==> config.mk <==
export PLATFORM = sky130hd
export DESIGN_NAME = posit_accum_seq_es3
export DESIGN_NICKNAME = d
export VERILOG_FILES = /design/src/rtl/posit_accum_seq_es3.sv
export SDC_FILE = /design/constraint.sdc
export NUM_CORES = 1
export LEC_CHECK = 0
export CAP_MARGIN = 20
export CORE_MARGIN = 4
export CORE_UTILIZATION = 40
export DETAILED_ROUTE_END_ITERATION = 10
export PLACE_DENSITY = 0.75
export SLEW_MARGIN = 20
export SYNTH_ARGS = -nofsm -noshare
export SYNTH_HDL_FRONTEND = slang
export SYNTH_SLANG_ARGS = --single-unit
==> constraint.sdc <==
create_clock -name clk -period 3.7 [get_ports clk]
set_input_delay 0.555 -clock clk [delete_from_list [all_inputs] [get_ports clk]]
set_output_delay 0.555 -clock clk [all_outputs]
set_load 0.05 [all_outputs]
==> src/rtl/posit_accum_seq_es3.sv <==
// Batch sequencer that feeds serialized ES3 products one at a time into positaccum_prod_16_raw_es3
// and hands the final raw sum downstream. Define POSIT_ACCUM_SEQ_TIMEOUT_EN for the per-term watchdog and out_err.
module posit_accum_seq_es3 #(
    parameter int unsigned PW      = 40,
    parameter int unsigned AW      = 48,
    parameter int unsigned CNT_W   = 16,
    parameter int unsigned CLR_CYC = 2,
    parameter int unsigned TIMEOUT = 64
) (
    input  logic             clk,
    input  logic             rst,
    input  logic [CNT_W-1:0] cfg_count,
    input  logic             go,
    output logic             busy,
    input  logic [PW-1:0]    in_data,
    input  logic             in_valid,
    output logic             in_ready,
    output logic             acc_clr,
    output logic             acc_start,
    output logic [PW-1:0]    acc_in1,
    input  logic [AW-1:0]    acc_result,
    input  logic             acc_done,
    input  logic             acc_truncated,
    output logic [AW-1:0]    out_data,
    output logic             out_valid,
    input  logic             out_ready,
    output logic             out_trunc
`ifdef POSIT_ACCUM_SEQ_TIMEOUT_EN
    ,
    output logic             out_err
`endif
);

    localparam int unsigned      CLR_W    = (CLR_CYC > 1) ? $clog2(CLR_CYC) : 1;
    localparam logic [CLR_W-1:0] CLR_LAST = CLR_W'(CLR_CYC - 1);

    if (CLR_CYC < 1 || TIMEOUT < 2 || AW < 14 || PW < 14) begin : g_bad_cfg
        $error("posit_accum_seq_es3: unsupported parameter set");
    end

    typedef enum logic [2:0] {
        IDLE,
        CLEAR,
        WAIT_IN,
        WAIT_ACC,
        OUT
    } state_t;

    state_t           state;
    state_t           state_nxt;
    logic [CNT_W-1:0] remaining;
    logic [CLR_W-1:0] clr_cnt;

`ifdef POSIT_ACCUM_SEQ_TIMEOUT_EN
    localparam int unsigned     WD_W    = $clog2(TIMEOUT);
    localparam logic [WD_W-1:0] WD_LAST = WD_W'(TIMEOUT - 1);

    logic [WD_W-1:0] wd;
    logic            wd_expired;

    assign wd_expired = (wd == WD_LAST);
`endif

    always_comb begin
        state_nxt = state;
        case (state)
            IDLE:     if (go) state_nxt = (cfg_count != '0) ? CLEAR : OUT;
            CLEAR:    if (clr_cnt == CLR_LAST) state_nxt = WAIT_IN;
            WAIT_IN:  if (in_valid && in_ready) state_nxt = WAIT_ACC;
            WAIT_ACC: begin
                if (acc_done) state_nxt = (remaining != '0) ? WAIT_IN : OUT;
`ifdef POSIT_ACCUM_SEQ_TIMEOUT_EN
                else if (wd_expired) state_nxt = OUT;
`endif
            end
            OUT:      if (out_ready) state_nxt = IDLE;
            default:  state_nxt = IDLE;
        endcase
    end

    // Status flags are registered from the next state so they line up with the state register.
    always_ff @(posedge clk or negedge rst) begin
        if (!rst) begin
            state     <= IDLE;
            remaining <= '0;
            clr_cnt   <= '0;
            busy      <= 1'b0;
            in_ready  <= 1'b0;
            acc_clr   <= 1'b0;
            acc_start <= 1'b0;
            acc_in1   <= '0;
            out_data  <= '0;
            out_valid <= 1'b0;
            out_trunc <= 1'b0;
`ifdef POSIT_ACCUM_SEQ_TIMEOUT_EN
            wd        <= '0;
            out_err   <= 1'b0;
`endif
        end else begin
            state     <= state_nxt;
            busy      <= (state_nxt != IDLE);
            in_ready  <= (state_nxt == WAIT_IN);
            acc_clr   <= (state_nxt == CLEAR);
            out_valid <= (state_nxt == OUT);
            acc_start <= 1'b0;

            case (state)
                IDLE: begin
                    if (go) begin
                        if (cfg_count != '0) begin
                            remaining <= cfg_count;
                            out_trunc <= 1'b0;
                            clr_cnt   <= '0;
                        end else begin
                            // Empty batch: raw zero (only the zero flag set).
                            out_data <= AW'(1);
                        end
`ifdef POSIT_ACCUM_SEQ_TIMEOUT_EN
                        out_err <= 1'b0;
`endif
                    end
                end
                CLEAR: clr_cnt <= clr_cnt + CLR_W'(1);
                WAIT_IN: begin
                    if (in_valid && in_ready) begin
                        acc_in1   <= in_data;
                        acc_start <= 1'b1;
                        remaining <= remaining - CNT_W'(1);
`ifdef POSIT_ACCUM_SEQ_TIMEOUT_EN
                        wd        <= '0;
`endif
                    end
                end
                WAIT_ACC: begin
                    if (acc_done) begin
                        out_trunc <= out_trunc | acc_truncated;
                        if (remaining == '0) out_data <= acc_result;
                    end
`ifdef POSIT_ACCUM_SEQ_TIMEOUT_EN
                    else begin
                        wd <= wd + WD_W'(1);
                        if (wd_expired) begin
                            out_err  <= 1'b1;
                            out_data <= '0;
                        end
                    end
`endif
                end
                default: ;
            endcase
        end
    end

endmodule

==> results.rst, run 1 <==
.. list-table::
   :header-rows: 1

   * - Metric
     - Value
   * - Run status
     - finished clean
   * - Avg Vias per Cell
     - 5.00
   * - Switching Power
     - 2220 µW
   * - RSZ-0062 raised after global routing
     - no
   * - Fraction of final layout cells sized beyond drive strength 1
     - 0.137
   * - Clock tree from TritonCTS
     - done
   * - Type of the setup path with the least slack
     - reg -> reg
   * - Relative slew margins
     - 0.473
   * - Port Buf Inserts
     - 204
   * - Die width
     - 120 µm
   * - Initial antenna violation count
     - 0
   * - Syn Nets
     - 575
   * - Leading post-synthesis cells by cell area
     - sky130_fd_sc_hd__dfrtp_1 57%, sky130_fd_sc_hd__mux2_2 9.0%, sky130_fd_sc_hd__nand3_1 5.2%
   * - Number of synthesized flops with an enable pin
     - 0
   * - Worst Reg-to-Reg Cells
     - 6
   * - Maxcap violations
     - 0
   * - Final hold viol count
     - 0
   * - Worst supply voltage drop on vdd
     - 0.298 mV
   * - Portion of total power attributed to combinational logic
     - 0.402
   * - Largest net degree at the start of global routing
     - 99
   * - Die extent in y
     - 120 µm
   * - Placed standard-cell area
     - 7140 µm²
   * - Sw Ratio
     - 0.387
   * - Final Routed Wirelength
     - 13400 µm
   * - Power density over cell area
     - 744 nW/µm²
   * - Starting density of the core
     - 0.411
   * - Post-synthesis sequential area ratio
     - 0.573
   * - Total power consumption of the routed design
     - 5740 µW
   * - Critical path endpoint category
     - flop
   * - Ports
     - 205
   * - Mean post-synth cell area
     - 10.8 µm²
   * - Fin area
     - 7720 µm²
   * - Top FF cell, synth
     - sky130_fd_sc_hd__dfrtp_1
   * - Number of unique standard cell types used by synthesis
     - 49
   * - WP data required
     - 3.98 ns
   * - Share of the clock period used by the worst path
     - 0.674
   * - Arrival @ worst endpoint
     - 2.77 ns
   * - Slew @ Worst Pin
     - 0.791 ns
   * - Cell area after technology mapping
     - 4980 µm²
   * - Wire length of the first global-routing pass
     - 21900 µm
   * - #FFs+latches synth
     - 114
   * - Final-report max-slew violation count
     - 0
   * - H-Tree Level Count
     - 4
   * - Cells resized by post-CTS repair
     - 0
   * - Share of flip-flops with an asynchronous set or reset after synthesis
     - 1.00
   * - Type of the worst min-delay path
     - in -> async
   * - Most common library cells after synthesis
     - 114 x sky130_fd_sc_hd__dfrtp_1, 52 x sky130_fd_sc_hd__nand3_1, 51 x sky130_fd_sc_hd__inv_1
   * - Number of core rows
     - 40
   * - Remaining routing DRC violations
     - 0
   * - FMAX
     - 401 MHz
   * - Nature of the critical path startpoint
     - flop
   * - Final number of setup-violating endpoints
     - 0
   * - Reg2reg setup slack
     - 1.20 ns
   * - CTS hold repair buffers
     - 0
   * - Internal power
     - 3520 µW
   * - Drt initial violations
     - 181
   * - Min cycle time layout
     - 2.50 ns
   * - Clock latency reported for the late side of the worst-skew pair
     - 0.40 ns
   * - Number of buffers inserted during clock tree synthesis
     - 17
   * - Global placement routability congestion
     - 0.795
   * - Cell type with the highest aggregate area in the netlist
     - sky130_fd_sc_hd__dfrtp_1
   * - Number of warnings issued by yosys
     - 0
   * - Fin Clk Skew
     - 0.00707 ns
   * - Post-CTS setup buffers
     - 0
   * - Area delta synth->final
     - 55.1%
   * - Most frequent cell after synthesis
     - sky130_fd_sc_hd__dfrtp_1
   * - Worst r2r src
     - state[1]
   * - Post-layout nets
     - 772
   * - Endpoint of the most critical register-to-register path
     - remaining[14]
   * - Antenna Cells
     - 0
   * - Core footprint
     - 12100 µm²
   * - Floorplan die area
     - 14300 µm²
   * - 1st-pass router iterations
     - 4
   * - Largest driver fanout on the critical path
     - 39
   * - Leakage Power
     - 0.00330 µW
   * - GRT Resource Usage Total
     - 0.192
   * - Routed via count
     - 4202
   * - Half-perimeter wire length of the detailed placement result
     - 9570 µm
   * - Number of sinks handled by clock tree synthesis
     - 114
   * - Cell chosen for the clock root
     - sky130_fd_sc_hd__clkbuf_16
   * - Total negative setup slack
     - 0 ns
   * - Clock transition at path regs
     - 0.05 ns
   * - Clock Tree Buf Depth
     - 2
   * - Register share of total power
     - 0.319
   * - Post-route ant nets
     - 0
   * - Top-area cell type share of the netlist area
     - 0.573
   * - Clock share of power
     - 0.279
   * - Wirelength per Cell
     - 15.9 µm
   * - Residual overflow from global routing
     - 0
   * - Cell count after synthesis
     - 463
   * - Number of global-route vias before repair
     - 4306
flip-flops by register name, summed over array words and instances, names as in the netlist:
register / flops
state: 3
in_ready: 1
out_valid: 1
clr_cnt: 1
acc_clr: 1
busy: 1
acc_in1: 40
remaining: 16
out_data: 48
acc_start: 1
out_trunc: 1
logic make-up (layout without fill, tap and decap cells):
group	after synthesis	after routing	synth area share
fa+ha+maj	1	1	0.00251
compound gates	108	108	0.122
flops	114	114	0.573
buf+inv	82	291	0.0724
mux	41	41	0.0925
simple gates	117	117	0.137
worst max-delay path, cell delays in order (launching register included):
cell                      delay [ns]
sky130_fd_sc_hd__dfrtp_1        0.52
sky130_fd_sc_hd__nor3b_4        0.23
sky130_fd_sc_hd__buf_4          0.35
sky130_fd_sc_hd__and3_2         0.25
sky130_fd_sc_hd__a21o_1         0.55
sky130_fd_sc_hd__o21ai_0        0.19
sky130_fd_sc_hd__a22o_1         0.27
layer usage:
layer	wire length (µm)	track usage	vias up
met4	174	0.0659	0
met3	1470	0.0924	19
met2	6350	0.304	187
met5	0	0	-
li1	-	-	2001
met1	5380	0.230	1995
worst max path at each step:
stage                       start             to  slack, ns  depth (start not counted)
floorplan           cfg_count[11]           busy       1.83                          5
global placement               go  remaining[14]       1.04                          5
detailed placement             go  remaining[14]       0.96                          5
CTS                      state[1]  remaining[14]       1.18                          6
global route             state[1]  remaining[14]       1.01                          6
finish                   state[1]  remaining[14]       1.20                          6
layout by cell type, fill, tap and decap left out, types with 5 or more instances in the layout:
| cell | instances |
|---|---|
| sky130_fd_sc_hd__o21ai_0 | 30 |
| sky130_fd_sc_hd__nor2_1 | 10 |
| sky130_fd_sc_hd__o21ai_1 | 30 |
| sky130_fd_sc_hd__mux2_2 | 40 |
| sky130_fd_sc_hd__dfrtp_1 | 114 |
| sky130_fd_sc_hd__clkdlybuf4s50_1 | 203 |
| sky130_fd_sc_hd__a21oi_1 | 26 |
| sky130_fd_sc_hd__nand2_1 | 19 |
| sky130_fd_sc_hd__nor4_2 | 5 |
| sky130_fd_sc_hd__nand3_1 | 52 |
| sky130_fd_sc_hd__inv_1 | 51 |
| sky130_fd_sc_hd__clkbuf_16 | 17 |
| sky130_fd_sc_hd__clkinv_2 | 5 |
final cells by class:
| cell class | instances | area [µm²] |
|---|---|---|
| clock inverters | 11 | 138 |
| clock buffers | 20 | 447 |
| inverters | 51 | 191 |
| multi-input cells | 267 | 1780 |
| well taps | 168 | 210 |
| flip-flops and latches | 114 | 2850 |
| repair buffers | 209 | 2100 |
| fillers | 1006 | 4390 |
power by group through the flow:
stage	registers (µW)	logic [µW]	clock network [µW]
2_1_floorplan	2650	698	0
3_3_place_gp	1820	2270	0
3_5_place_dp	1850	2330	0
4_1_cts	1830	2330	1640
5_1_grt	1880	2450	1710
6_report	1830	2310	1600
stage by stage:
step	instances	util	setup slack, ns	hold WS, ns
floorplan	463	-	1.83	0.259
global placement	809	0.589	1.04	0.487
detailed placement	809	0.589	0.957	0.495
CTS	840	0.638	1.18	0.248
global route	840	0.638	1.01	0.281
finish	840	0.638	1.20	0.210
Note: power is estimated with default switching activity, not from simulation.
==> run 2: changes to the inputs <==
clock period = 2.3 ns   (was 3.7 ns; I/O delays follow)
==> results.rst, run 2 (same netlist as run 1, synthesis figures left out) <==
.. list-table::
   :header-rows: 1

   * - Metric
     - Value
   * - Area delta synth->final
     - 57.7%
   * - Maxcap violations
     - 0
   * - Starting density of the core
     - 0.411
   * - Routed metal-1 wire length
     - 5350 µm
   * - Wire length of the first global-routing pass
     - 21700 µm
   * - Worst r2r src
     - remaining[0]
   * - Die extent in y
     - 120 µm
   * - Worst hold margin
     - 0.464 ns
   * - Type of the setup path with the least slack
     - reg -> reg
   * - Post-route ant nets
     - 0
   * - Critical path endpoint category
     - flop
   * - Residual overflow from global routing
     - 0
   * - Initial antenna violation count
     - 0
   * - Port Buf Inserts
     - 204
   * - Run status
     - finished clean
   * - Slew @ Worst Pin
     - 0.550 ns
   * - Fraction of final layout cells sized beyond drive strength 1
     - 0.150
   * - Multi-input gate area in the final layout
     - 1780 µm²
   * - GRT Resource Usage Total
     - 0.192
   * - Clock Tree Buf Depth
     - 2
   * - H-Tree Level Count
     - 4
   * - Share of the clock period used by the worst path
     - 0.913
   * - Final-report max-slew violation count
     - 0
   * - Clock latency reported for the late side of the worst-skew pair
     - 0.40 ns
   * - Fin cells
     - 853
   * - Fin Clk Skew
     - 0.00957 ns
   * - Nature of the critical path startpoint
     - flop
   * - Post-CTS setup buffers
     - 0
   * - Relative slew margins
     - 0.632
   * - Number of buffers inserted during clock tree synthesis
     - 17
   * - Final Routed Wirelength
     - 13200 µm
   * - Clock transition at path regs
     - 0.05 ns
   * - WP data required
     - 2.57 ns
   * - Avg Vias per Cell
     - 5.01
   * - Top Layer Used
     - met4
   * - Clock tree from TritonCTS
     - done
   * - Ports
     - 205
   * - Global placement routability congestion
     - 0.787
   * - Wirelength per Cell
     - 15.5 µm
   * - Floorplan die area
     - 14300 µm²
   * - Reg2reg setup slack
     - 0.20 ns
   * - Biggest register
     - out_data
   * - Most common cell after layout, fill and taps aside
     - sky130_fd_sc_hd__clkdlybuf4s50_1
   * - Most frequent cells in the layout
     - 203 x sky130_fd_sc_hd__clkdlybuf4s50_1, 114 x sky130_fd_sc_hd__dfrtp_1, 52 x sky130_fd_sc_hd__nand3_1
   * - Remaining routing DRC violations
     - 0
   * - Core footprint
     - 12100 µm²
   * - Power density over cell area
     - 1180 nW/µm²
   * - Cell chosen for the clock root
     - sky130_fd_sc_hd__clkbuf_16
   * - Drt initial violations
     - 195
   * - Arrival @ worst endpoint
     - 2.37 ns
   * - Final number of setup-violating endpoints
     - 0
   * - Endpoint of the most critical register-to-register path
     - busy
   * - Filler cell count in the final layout
     - 946
   * - Number of global-route vias before repair
     - 4399
   * - RSZ-0062 raised after global routing
     - no
   * - Half-perimeter wire length of the detailed placement result
     - 9720 µm
   * - Die width
     - 120 µm
   * - Post-layout nets
     - 786
   * - Final hold viol count
     - 0
   * - Number of core rows
     - 40
   * - Leakage Power
     - 0.00339 µW
   * - Min cycle time layout
     - 2.10 ns
   * - Met2 routed wirelength
     - 6080 µm
   * - Routed via count
     - 4274
   * - Max FFs per register
     - 48
   * - Largest driver fanout on the critical path
     - 12
   * - 1st-pass router iterations
     - 4
   * - Antenna Cells
     - 0
   * - Number of placed cells counting well taps
     - 822
   * - Registers with the most flip-flops
     - out_data (48), acc_in1 (40), remaining (16)
   * - Type of the worst min-delay path
     - in -> async
   * - Worst supply voltage drop on vdd
     - 0.465 mV
   * - FMAX
     - 476 MHz
   * - Seq. cell area
     - 2850 µm²
   * - Largest net degree at the start of global routing
     - 59
   * - Number of sinks handled by clock tree synthesis
     - 114
   * - Met3 routed wirelength
     - 1470 µm
   * - Worst Reg-to-Reg Cells
     - 8
## run 2: cell count changes in the layout (fill, tap and decap cells not counted)
cell / before / now
sky130_fd_sc_hd__clkinv_2: 5 / 3
sky130_fd_sc_hd__bufinv_16: 3 / 2
sky130_fd_sc_hd__clkbuf_8: 1 / 5
sky130_fd_sc_hd__dlygate4sd3_1: 0 / 1
sky130_fd_sc_hd__clkinvlp_4: 3 / 0
sky130_fd_sc_hd__buf_12: 2 / 4
sky130_fd_sc_hd__buf_4: 4 / 15
sky130_fd_sc_hd__clkbuf_1: 2 / 3
## run 2: layout make-up
type | count | share of cell area
clock buffers | 25 | 0.0644
multi-input cells | 267 | 0.227
well taps | 168 | 0.0268
flip-flops and latches | 114 | 0.363
clock inverters | 5 | 0.00956
inverters | 51 | 0.0244
repair buffers | 223 | 0.285
## run 2: how the worst max path moves through the flow
stage / start / endpoint / slack [ns]
CTS: remaining[0] / busy / 0.18
finish: remaining[0] / busy / 0.20
global route: remaining[0] / busy / 0.06
global placement: cfg_count[4] / out_data[2] / -0.001
floorplan: remaining[0] / out_data[28] / 0.46
detailed placement: cfg_count[3] / out_data[13] / -0.09
## run 2: power breakdown
part           total [µW]  switching, µW  internal (µW)
registers            2920            379           2540
logic                3800           2320           1480
clock network        2530            818           1720
total                9260           3520           5740
## run 2: what timing repair did
item,4_1_cts,5_1_grt
endpoints found under the hold margin,38,0
hold buffers,1,0
resized for setup,0,0
## run 2: metrics by stage
stage          setup TNS (ns)  total power [µW]  instance area [µm²]  setup slack (ns)  utilization
2_1_floorplan               0              5380                 4980             0.456            -
3_3_place_gp         -0.00112              6680                 7260          -0.00112        0.600
3_5_place_dp            -1.82              6780                 7260           -0.0901        0.600
4_1_cts                     0              9360                 7850             0.180        0.648
5_1_grt                     0              9710                 7850            0.0584        0.648
6_report                    0              9260                 7850             0.200        0.648
## run 2: layer usage
metal,GRT usage,up-vias
li1,-,2034
met1,0.221,2019
met2,0.299,195
met3,0.0994,26
met4,0.0816,0
met5,0,-
## run 2: critical path, stage by stage (launching register included)
cell and delay [ns]:
sky130_fd_sc_hd__dfrtp_1 0.40, sky130_fd_sc_hd__inv_1 0.09, sky130_fd_sc_hd__ha_1 0.22, sky130_fd_sc_hd__nor3b_4 0.16
sky130_fd_sc_hd__nand3_1 0.17, sky130_fd_sc_hd__o22ai_4 0.13, sky130_fd_sc_hd__buf_4 0.19, sky130_fd_sc_hd__or2_1 0.23
sky130_fd_sc_hd__or3_1 0.37
==> run 3: changes to the inputs <==
SLEW_MARGIN = not set   (was 20)
==> results of run 3 <==
Final layout, timing and power as in run 2 (identical DEF).
